==> src/rtl/riscv_pkg.sv <==
// Shared RV32I definitions: opcodes, writeback source selects, load sizes
// and the writeback-stage state type.
package riscv_pkg;

  localparam logic [6:0] I1  = 7'b0000011;
  localparam logic [6:0] I2  = 7'b0010011;
  localparam logic [6:0] S   = 7'b0100011;
  localparam logic [6:0] R   = 7'b0110011;
  localparam logic [6:0] BR  = 7'b1100011;
  localparam logic [6:0] J   = 7'b1101111;
  localparam logic [6:0] JR  = 7'b1100111;
  localparam logic [6:0] U   = 7'b0110111;
  localparam logic [6:0] UPC = 7'b0010111;

  localparam logic [1:0] WB_ALU  = 2'b00;
  localparam logic [1:0] WB_LOAD = 2'b01;
  localparam logic [1:0] WB_PC4  = 2'b10;
  localparam logic [1:0] WB_IMM  = 2'b11;

  localparam logic [2:0] F3_LB  = 3'b000;
  localparam logic [2:0] F3_LH  = 3'b001;
  localparam logic [2:0] F3_LW  = 3'b010;
  localparam logic [2:0] F3_LBU = 3'b100;
  localparam logic [2:0] F3_LHU = 3'b101;

  typedef enum logic [1:0] {
    IDLE      = 2'd0,
    LOAD_WAIT = 2'd1,
    COMMIT    = 2'd2
  } wb_state_t;

  // Non-load writeback value; WB_LOAD never reaches this path.
  function automatic logic [31:0] wb_mux(input logic [1:0]  sel,
                                         input logic [31:0] alu,
                                         input logic [31:0] pc4,
                                         input logic [31:0] imm);
    case (sel)
      WB_PC4:  return pc4;
      WB_IMM:  return imm;
      default: return alu;
    endcase
  endfunction

endpackage

==> src/rtl/load_align.sv <==
// Picks the addressed byte/half/word lane out of a raw memory word and
// sign- or zero-extends it according to the load funct3.
module load_align
  import riscv_pkg::*;
(
  input  logic [31:0] mem_rdata,
  input  logic [1:0]  addr,
  input  logic [2:0]  funct3,
  output logic [31:0] result
);

  logic [7:0]  w_byte;
  logic [15:0] w_half;

  always_comb begin
    case (addr)
      2'd0:    w_byte = mem_rdata[7:0];
      2'd1:    w_byte = mem_rdata[15:8];
      2'd2:    w_byte = mem_rdata[23:16];
      default: w_byte = mem_rdata[31:24];
    endcase
  end

  // Halfword lane ignores addr[0]; misaligned halves read the containing half.
  assign w_half = addr[1] ? mem_rdata[31:16] : mem_rdata[15:0];

  always_comb begin
    case (funct3)
      F3_LB:   result = {{24{w_byte[7]}}, w_byte};
      F3_LH:   result = {{16{w_half[15]}}, w_half};
      F3_LBU:  result = {24'd0, w_byte};
      F3_LHU:  result = {16'd0, w_half};
      default: result = mem_rdata;
    endcase
  end

endmodule

==> src/rtl/wb_stage.sv <==
// Writeback stage: accepts retiring instructions, waits for load data,
// drives the register-file write port and counts retired instructions.
module wb_stage
  import riscv_pkg::*;
#(
  parameter int LOAD_TIMEOUT = 16,
  parameter int CNT_W        = 64
) (
  input  logic             clk,
  input  logic             rst,
  input  logic             in_valid,
  output logic             in_ready,
  input  logic [4:0]       in_rd,
  input  logic             in_reg_write,
  input  logic [1:0]       in_wb_sel,
  input  logic [2:0]       in_funct3,
  input  logic [31:0]      in_alu_result,
  input  logic [31:0]      in_pc_4,
  input  logic [31:0]      in_imm,
  input  logic             mem_rvalid,
  input  logic [31:0]      mem_rdata,
  output logic             RegWrite,
  output logic [4:0]       rd_WB,
  output logic [31:0]      Data_WB,
  output logic             load_err,
  output logic [CNT_W-1:0] instret
);

  localparam int CW = $clog2(LOAD_TIMEOUT + 1);

  wb_state_t      r_state;
  logic [4:0]     r_rd;
  logic           r_reg_write;
  logic [2:0]     r_funct3;
  logic [1:0]     r_addr;
  logic [CW-1:0]  r_cnt;

  logic           w_accept;
  logic           w_is_load;
  logic [31:0]    w_aligned;

  assign in_ready  = (r_state != LOAD_WAIT);
  assign w_accept  = in_valid & in_ready;
  assign w_is_load = (in_wb_sel == WB_LOAD);

  load_align u_load_align (
    .mem_rdata (mem_rdata),
    .addr      (r_addr),
    .funct3    (r_funct3),
    .result    (w_aligned)
  );

  // Outputs are registered on the edge that enters COMMIT, so the commit
  // cycle is the one in which state==COMMIT and RegWrite/load_err may pulse.
  always_ff @(posedge clk or posedge rst) begin
    if (rst) begin
      r_state     <= IDLE;
      r_rd        <= '0;
      r_reg_write <= 1'b0;
      r_funct3    <= '0;
      r_addr      <= '0;
      r_cnt       <= '0;
      RegWrite    <= 1'b0;
      rd_WB       <= '0;
      Data_WB     <= '0;
      load_err    <= 1'b0;
      instret     <= '0;
    end else begin
      RegWrite <= 1'b0;
      load_err <= 1'b0;
      case (r_state)
        LOAD_WAIT: begin
          if (mem_rvalid) begin
            r_state  <= COMMIT;
            RegWrite <= r_reg_write & (r_rd != 5'd0);
            rd_WB    <= r_rd;
            Data_WB  <= w_aligned;
            instret  <= instret + CNT_W'(1);
          end else if (r_cnt == CW'(LOAD_TIMEOUT - 1)) begin
            r_state  <= COMMIT;
            RegWrite <= r_reg_write & (r_rd != 5'd0);
            rd_WB    <= r_rd;
            Data_WB  <= '0;
            load_err <= 1'b1;
            instret  <= instret + CNT_W'(1);
          end else begin
            r_cnt <= r_cnt + CW'(1);
          end
        end
        default: begin
          if (w_accept) begin
            if (w_is_load) begin
              r_state     <= LOAD_WAIT;
              r_rd        <= in_rd;
              r_reg_write <= in_reg_write;
              r_funct3    <= in_funct3;
              r_addr      <= in_alu_result[1:0];
              r_cnt       <= '0;
            end else begin
              r_state  <= COMMIT;
              RegWrite <= in_reg_write & (in_rd != 5'd0);
              rd_WB    <= in_rd;
              Data_WB  <= wb_mux(in_wb_sel, in_alu_result, in_pc_4, in_imm);
              instret  <= instret + CNT_W'(1);
            end
          end else begin
            r_state <= IDLE;
          end
        end
      endcase
    end
  end

endmodule

==> config.mk <==
export PLATFORM = sky130hd
export DESIGN_NAME = wb_stage
export DESIGN_NICKNAME = d
export VERILOG_FILES = /design/src/rtl/riscv_pkg.sv /design/src/rtl/load_align.sv /design/src/rtl/wb_stage.sv
export SDC_FILE = /design/constraint.sdc
export NUM_CORES = 1
export LEC_CHECK = 0
export ABC_AREA = 1
export CORE_MARGIN = 5
export CORE_UTILIZATION = 30
export DETAILED_ROUTE_END_ITERATION = 6
export GPL_TIMING_DRIVEN = 0
export PLACE_DENSITY = 0.68
export SLEW_MARGIN = 5
export SYNTH_ARGS = -nofsm -noshare
export SYNTH_HDL_FRONTEND = slang
export SYNTH_SLANG_ARGS = --single-unit
==> constraint.sdc <==
create_clock -name clk -period 4.7 [get_ports clk]
set_input_delay 0.94 -clock clk [delete_from_list [all_inputs] [get_ports clk]]
set_output_delay 0.94 -clock clk [all_outputs]
set_load 0.1 [all_outputs]
======== Word-level counts from Yosys, hierarchy flattened ========
Cells that the tools add are included.
storage, ports and cells
  bits in registers ....................... 121
  input port bits ......................... 143
  output and inout bits ................... 104
  word-level logic and storage cells ...... 78
operators by class
  add/subtract/negate cells ............... 2
  eq/ne operators ......................... 15
  mux-type cells .......................... 37
  bitwise gates (word level) .............. 4
  reduce and logical (&&, ||, !) cells .... 9
operators by type and width
  cell                   count
  $mux 64                5
  $mux 32                5
  $pmux 32 s4            1
  $add 64x1->64 const B  1
  $pmux 32 s2            1
  $mux 5                 10
  $pmux 8 s3             1
  $mux 16                1
  $mux 2                 5
  $reduce_bool 5->1      2
  $mux 1                 8
  $eq 2x1->1 const B     3
  $eq 2x2->1 const B     3
  $eq 3x3->1 const B     2
  $reduce_and 3->1       2
  $add 5x1->5 const B    1
  $eq 5x4->1 const B     1
  $ne 2x1->1 const B     2
  $ne 2x2->1 const B     2
  $reduce_and 4->1       1
  $reduce_bool 2->1      2
  $and 1x1->1            3
  $eq 3x1->1 const B     1
  $logic_not 3->1        1
  3 further kinds        3

======== Logic depth before layout (Yosys ltp) ========
Gate-level depths: netlist of run 1.
  depth after elaboration ................. 5
  gate-level depth with buffers ........... 13
  mapped depth without buffers ............ 12

======== By module ========
A second synthesis of run 1 with hierarchy kept.
unflattened totals
  cell total of the unflattened synthesis .. 1,116
  area total of the unflattened synthesis .. 7,905.1 µm²
by module, submodules not included
  module      times used  cells an instance  area an instance (µm²)  sequential area each (µm²)
  wb_stage    1           953                7,046.8                 3,027.9
  load_align  1           163                858.3                   0.0

======== Worst setup path before layout of run 1 ========
No wires, ideal clock.
  path kind ............................... register to output
  from .................................... reg r_state[1]
  to ...................................... out in_ready
  data arrival time ....................... 1.559 ns
  required time ........................... 3.760 ns
  setup slack ............................. 2.201 ns
  cell stages (with the launch flop) ...... 4
  path buffers ............................ 1
  path through ............................ dfrtp_1 > inv_2 > nand2_1 > clkbuf_1
on the way
  word-level cells in the longest chain between the ends .. 1
ends and longest elaborated chain
  what                    line            source
  start, declared         wb_stage.sv:31  wb_state_t r_state;
  start signal, assigned  wb_stage.sv:57  r_state <= IDLE;
  start signal, assigned  wb_stage.sv:74  r_state <= COMMIT;
  start signal, assigned  wb_stage.sv:80  r_state <= COMMIT;
  $ne 2x1->1              wb_stage.sv:42  assign in_ready = (r_state != LOAD_WAIT);
  end, declared           wb_stage.sv:12  output logic in_ready,
No other way between the ends.

======== Worst setup path after layout of run 1 ========
Same ends and word-level chain as after synthesis.

==> impl_metrics.yaml, run 1 <==
hold_path:
  min_path_type: "reg -> reg"
  hold_depth: 2
logic_synthesis:
  ys.flop_type: "dfrtp_1"
  yosysSeqAreaShare_pct: 39.5
  yosysTopAreaCell: "dfrtp_1"
  synth_edf_count: 0
  async_flop_share_pct: 100
  synth_top_cells_by_count: "nand2_1 (378), nor2_1 (188), dfrtp_1 (121), nand3_1 (107), inv_1 (95)"
  synth.most_common_cell: "nand2_1"
  syn_area_per_cell_sq_um: 6.68
  ys_types: 29
  synth_cells: 1148
  yosys_warnings: 0
  synth_nets: 1294
  ys_ff_latch: 121
  synth.top_cells.by_area: "dfrtp_1 (39%), nand2_1 (18%), nor2_1 (9.2%), nand3_1 (7.0%), inv_1 (4.6%)"
  syn_area_sq_um: 7670
  synth_top_cell_area_share_pct: 39.5
clocking:
  clkSlewWorstSetupHoldPaths_ps: 60
  clk_latency_ps: 430
  cts_buffers: 17
  clock-sinks: 121
  cts_hold_buffers: 0
  cts.path.max_buffers: 2
  cts_tree: "done"
  htree_levels: 4
  root_buffer: "clkbuf_16"
  cts_setup_buffers: 0
  cts_resized: 0
placement:
  dp_cells: 1723
  port_buffers: 244
  placed_cell_area_sq_um: 10600
  dp_hpwl_mm: 22.7
  place.gp.congestion: 0.919
cells_and_area:
  nets: 1558
  final_cells: 1756
  drive_gt1_share_pct: 5.54
  syn_to_final_growth_pct: 45.7
  final_area_sq_um: 11200
timing:
  tns_ps: 0
  skew_ps: 14.6
  rsz0062_at_grt: "no"
  drv_slew: 0
  setup_viol: 0
  tightest_slew_ps: 1090
  finalHoldViolCount: 0
  post-route-min-period_ps: 3730
  fmax_mhz: 268
  slew_headroom_pct: 26.8
  hold_slack_ps: 517
  fin_crit_sh_pct: 79.4
pwr:
  power_mw: 4.24
  cell_internal_pwr_mw: 2.44
  comb_power_share_pct: 37.6
  swShare_pct: 42.5
  p_leak_nw: 4.88
  p_per_area_nw_per_um2: 379
  seq_power_share_pct: 29.9
  ir_worst_vdd_uv: 342
  clkPwrFrac_pct: 32.5
  switching_power_mw: 1.80
route:
  vias: 8520
  drtAntennaViolNets: 0
  drt_wl_total_mm: 28.4
  wl_per_cell_um: 16.1
  viasPerCell: 4.85
  dr.first_iter.drc_count: 589
  dr.pass1.iters: 5
  drc: 0
critical_path:
  cp.depth: 4
  cpMaxStageDelayCell: "clkdlybuf4s50_1"
  cpPeakStageDelay_ps: 1270
  worstPathCellList: "inv_2, nand2_1, clkbuf_1, clkdlybuf4s50_1"
  critPathLaunchType: "flop"
  endpoint_kind: "output port"
  critical_path.top_delay_family: "buffers and inverters"
  critPathRequiredTime_ps: 3760
  criticalPathCategory: "reg -> out"
  worstPathMaxFanout: 10
  rr_worst_depth: 9
  cp.arrival_ps: 2790
  worstPathBufferInverterCount: 3
flow_run:
  drv_cap: 0
grt:
  grt_max_degree: 88
  grt_usage_pct: 19.4
  antenna_found_initial: 2
  first_global_vias: 8411
  overflow: 0
  grt_pass1_wl_mm: 44.4
floorplan:
  initial_core_util_pct: 30.5
  core-area_sq_um: 25200
  die_h_um: 170
  die_w_um: 170
  io_pins: 247
  dieArea_sq_um: 28900
  rows: 58
status:
  outcome: "finished, final reports clean"
-- sequential cells by signal, indices dropped and copies added, names as in the netlist, 2 cells and up --
signal / flops
instret: 64
Data_WB: 32
r_cnt: 5
r_rd: 5
rd_WB: 5
r_funct3: 3
r_addr: 2
r_state: 2
-- per-stage QoR --
| step | utilization, % | setup WS (ps) |
|---|---|---|
| final | 44.4 | 967 |
| after global routing | 44.4 | 811 |
| after CTS | 44.4 | 915 |
| after detailed placement | 41.9 | 1370 |
| after global placement | 41.8 | -1410 |
| after floorplan | - | 546 |
-- per-layer routing --
layer | share of wire, % | wire length, um | vias up | global-route usage [%]
met5 | 0.039 | 11 | - | 0
met4 | 3.1 | 888 | 2 | 7.57
met3 | 8.9 | 2520 | 74 | 6.25
met2 | 47 | 13300 | 349 | 32.0
met1 | 41 | 11700 | 3881 | 23.7
li1 | - | - | 4214 | -
-- cell usage in the layout, fill, tap and decap left out, drive strengths merged --
| cell | count |
|---|---|
| o21ai | 35 |
| dfrtp | 121 |
| nand3 | 112 |
| buf | 23 |
| diode | 1 |
| o22ai | 1 |
| nor4 | 1 |
| clkinv | 6 |
| o211ai | 2 |
| bufinv | 3 |
| nor2 | 200 |
| a211oi | 4 |
| xnor2 | 20 |
| clkinvlp | 1 |
| nand4 | 22 |
| ha | 3 |
| inv | 104 |
| nor3 | 9 |
| clkbuf | 40 |
| xor2 | 21 |
| o32ai | 1 |
| a31oi | 32 |
| and2 | 1 |
| clkdlybuf4s50 | 244 |
| nand3b | 9 |
| a21oi | 31 |
| nand2 | 379 |
-- worst reg2reg max path: cells and delay by family (launching register included) --
family / cells / cell delay, ps
flip-flops: 1 / 400
AO/OA/AOI/OAI: 2 / 480
buffers and inverters: 2 / 490
AND/OR/NAND/NOR: 3 / 310
adder cells (fa/ha/maj): 2 / 440
-- final timing paths --
path                            slack (ps)   startpoint     endpoint
max in group asynchronous             3100          rst  Data_WB[18]
worst max-delay path                   970   r_state[1]     in_ready
min in group asynchronous              860          rst  instret[44]
worst min-delay path                   520  Data_WB[11]  Data_WB[11]
worst min register to register         520  Data_WB[11]  Data_WB[11]
worst max register to register        2510     r_cnt[0]   Data_WB[1]
-- power by group through the flow --
stage	Sequential [mW]	Clock [mW]	Combinational, mW
2_1_floorplan	1.97	0	0.403
3_3_place_gp	1.28	0	1.58
3_5_place_dp	1.28	0	1.60
4_1_cts	1.27	1.39	1.60
5_1_grt	1.29	1.44	1.69
6_report	1.27	1.38	1.59
-- logic make-up after synthesis --
group                    Yosys count  synth area share (%)
flip-flops                       121                  39.5
adder cells (fa/ha/maj)            3                 0.489
AO/OA/AOI/OAI                    106                  7.74
buffers and inverters            144                  7.57
AND/OR/NAND/NOR                  733                  40.1
XOR/XNOR                          41                  4.68
-- final cells by class --
cell class | instances | area, sq um
clock inverter | 15 | 189
buffer | 45 | 209
clock buffer | 17 | 425
timing repair buffer | 245 | 2470
multi-input combinational | 883 | 4070
fill | 2538 | 14000
inverter | 99 | 377
tap | 330 | 413
antenna | 1 | 2.50
sequential | 121 | 3030
Power figures use the tool's default switching activity.
==> run 2, diff against run 1 <==
--- a/config.mk
+++ b/config.mk
@@ -10,7 +10,7 @@
 export CORE_UTILIZATION = 30
 export DETAILED_ROUTE_END_ITERATION = 6
 export GPL_TIMING_DRIVEN = 0
-export PLACE_DENSITY = 0.68
+export PLACE_DENSITY = 0.7
 export SLEW_MARGIN = 5
 export SYNTH_ARGS = -nofsm -noshare
 export SYNTH_HDL_FRONTEND = slang
==> constraint.sdc (replaced) <==
create_clock -name clk -period 3.3 [get_ports clk]
set_input_delay 0.66 -clock clk [delete_from_list [all_inputs] [get_ports clk]]
set_output_delay 0.66 -clock clk [all_outputs]
set_load 0.1 [all_outputs]
==> impl_metrics.yaml, run 2 (same netlist as run 1, synthesis figures left out) <==
critical_path:
  worstPathMaxFanout: 10
  critPathRequiredTime_ps: 2640
  r2r_end: "instret[41]"
  critical_path.top_delay_family: "buffers and inverters"
  worstPathCellList: "inv_2, nand2_1, clkbuf_1, clkbuf_2"
  endpoint_kind: "output port"
  cpPeakStageDelay_ps: 580
  worstPathBufferInverterCount: 3
  timing.rr.start: "r_cnt[0]"
  rr_worst_depth: 11
  critPathLaunchType: "flop"
  cp.arrival_ps: 2210
  r2r_slack_ps: 1100
  criticalPathCategory: "reg -> out"
  cpMaxStageDelayCell: "clkbuf_2"
  cp.depth: 4
timing:
  setup_viol: 0
  drv_slew: 0
  post-route-min-period_ps: 2870
  skew_ps: 8.16
  slew_headroom_pct: 27.7
  rsz0062_at_grt: "no"
  fmax_mhz: 348
  tightest_slew_ps: 1080
  fin_crit_sh_pct: 87.1
  tns_ps: 0
  worst_slack_ps: 426
  hold_slack_ps: 506
  finalHoldViolCount: 0
cells_and_area:
  largest_reg_flops: 64
  reg_top3: "instret x64, Data_WB x32"
  diodes: 0
  fill_cells: 2616
  final_common_cell: "nand2_1"
  nets: 1560
  syn_to_final_growth_pct: 45.4
  final_cells: 1753
  regMostFlops: "instret"
  final_cell_mix: "nand2_1 (378), clkdlybuf4s50_1 (243), nor2_1 (188)"
  drive_gt1_share_pct: 5.41
route:
  drt_wl_total_mm: 29.9
  dr.first_iter.drc_count: 527
  viasPerCell: 4.85
  wl_per_cell_um: 17.1
  drc: 0
  dr.pass1.iters: 5
  vias: 8508
  drtAntennaViolNets: 0
placement:
  dp_worst_setup_slack_ps: 142
  dp_hpwl_mm: 24.9
  port_buffers: 244
  place.gp.congestion: 0.942
  dp_cells: 1725
floorplan:
  io_pins: 247
  die_w_um: 170
  core-area_sq_um: 25200
  dieArea_sq_um: 28900
  initial_core_util_pct: 30.5
  rows: 58
  die_h_um: 170
status:
  outcome: "finished, final reports clean"
clocking:
  cts_setup_buffers: 0
  cts_tree: "done"
  htree_levels: 4
  clock-sinks: 121
  root_buffer: "clkbuf_16"
  cts_buffers: 17
  clk_latency_ps: 410
  cts_hold_buffers: 0
  cts.path.max_buffers: 2
  clkSlewWorstSetupHoldPaths_ps: 60
grt:
  grt_max_degree: 35
  antenna_found_initial: 0
  first_global_vias: 8460
  grt_pass1_wl_mm: 46.0
  overflow: 0
  grt_usage_pct: 20.5
pwr:
  p_per_area_nw_per_um2: 534
  power_mw: 5.96
  p_leak_nw: 4.87
  ir_worst_vdd_uv: 313
hold_path:
  hold_depth: 2
  worstHoldEndpoint: "Data_WB[14]"
  hold_start: "Data_WB[14]"
  min_path_type: "reg -> reg"
flow_run:
  drv_cap: 0
## run 2: cell types whose count changed in the layout (fill, tap and decap cells not counted), sizes merged
cell           before  now
clkdlybuf4s50     244  243
clkinv              6    4
inv               104   99
buf                23   25
clkinvlp            1    2
diode               1    0
clkbuf             40   43
## run 2: repair_timing
item                       CTS  global route
resized for setup            1             2
cloned                       0             0
setup endpoints to repair    1             1
## run 2: how the worst max path moves through the flow
stage	startpoint	to	slack [ps]
after floorplan	instret[0]	instret[30]	950
after global routing	r_state[1]	in_ready	330
after detailed placement	r_state[1]	in_ready	140
after global placement	rst	Data_WB[26]	-100
final	r_state[1]	in_ready	430
after CTS	r_state[1]	in_ready	20
## run 2: power breakdown
| group | total (mW) | internal (mW) | switching, mW |
|---|---|---|---|
| Combinational | 2.30 | 0.619 | 1.68 |
| Sequential | 1.80 | 1.66 | 0.140 |
| Clock | 1.87 | 1.19 | 0.680 |
| Total | 5.96 | 3.46 | 2.50 |
## run 2: final cells by class
class                   instances  area (sq um)  area share (%)
multi-input cells             883          4070            36.4
flip-flops and latches        121          3030            27.1
repair buffers                247          2500            22.4
clock buffers                  19           443            3.97
well taps                     330           413            3.70
inverters                      99           375            3.36
plain buffers                  45           209            1.87
clock inverters                 9           126            1.13
## run 2: through the flow
stage / utilization (%) / cell area (sq um)
6_report: 44.3 / 11200
3_5_place_dp: 42.1 / 10600
4_1_cts: 44.3 / 11200
2_1_floorplan: - / 7680
3_3_place_gp: 41.8 / 10500
5_1_grt: 44.3 / 11200
## run 2: routing by layer
layer | vias to the layer above | global-route usage, % | routed length, um
met5 | - | 0 | 0
li1 | 4210 | - | -
met1 | 3896 | 23.9 | 11900
met3 | 61 | 4.74 | 2260
met2 | 341 | 36.1 | 14500
met4 | 0 | 8.96 | 1250
## run 2: tightest hold or removal path, stage by stage (launching register included)
cell and delay, ps:
dfrtp_1 340, nor2_1 50, nor2_1 80
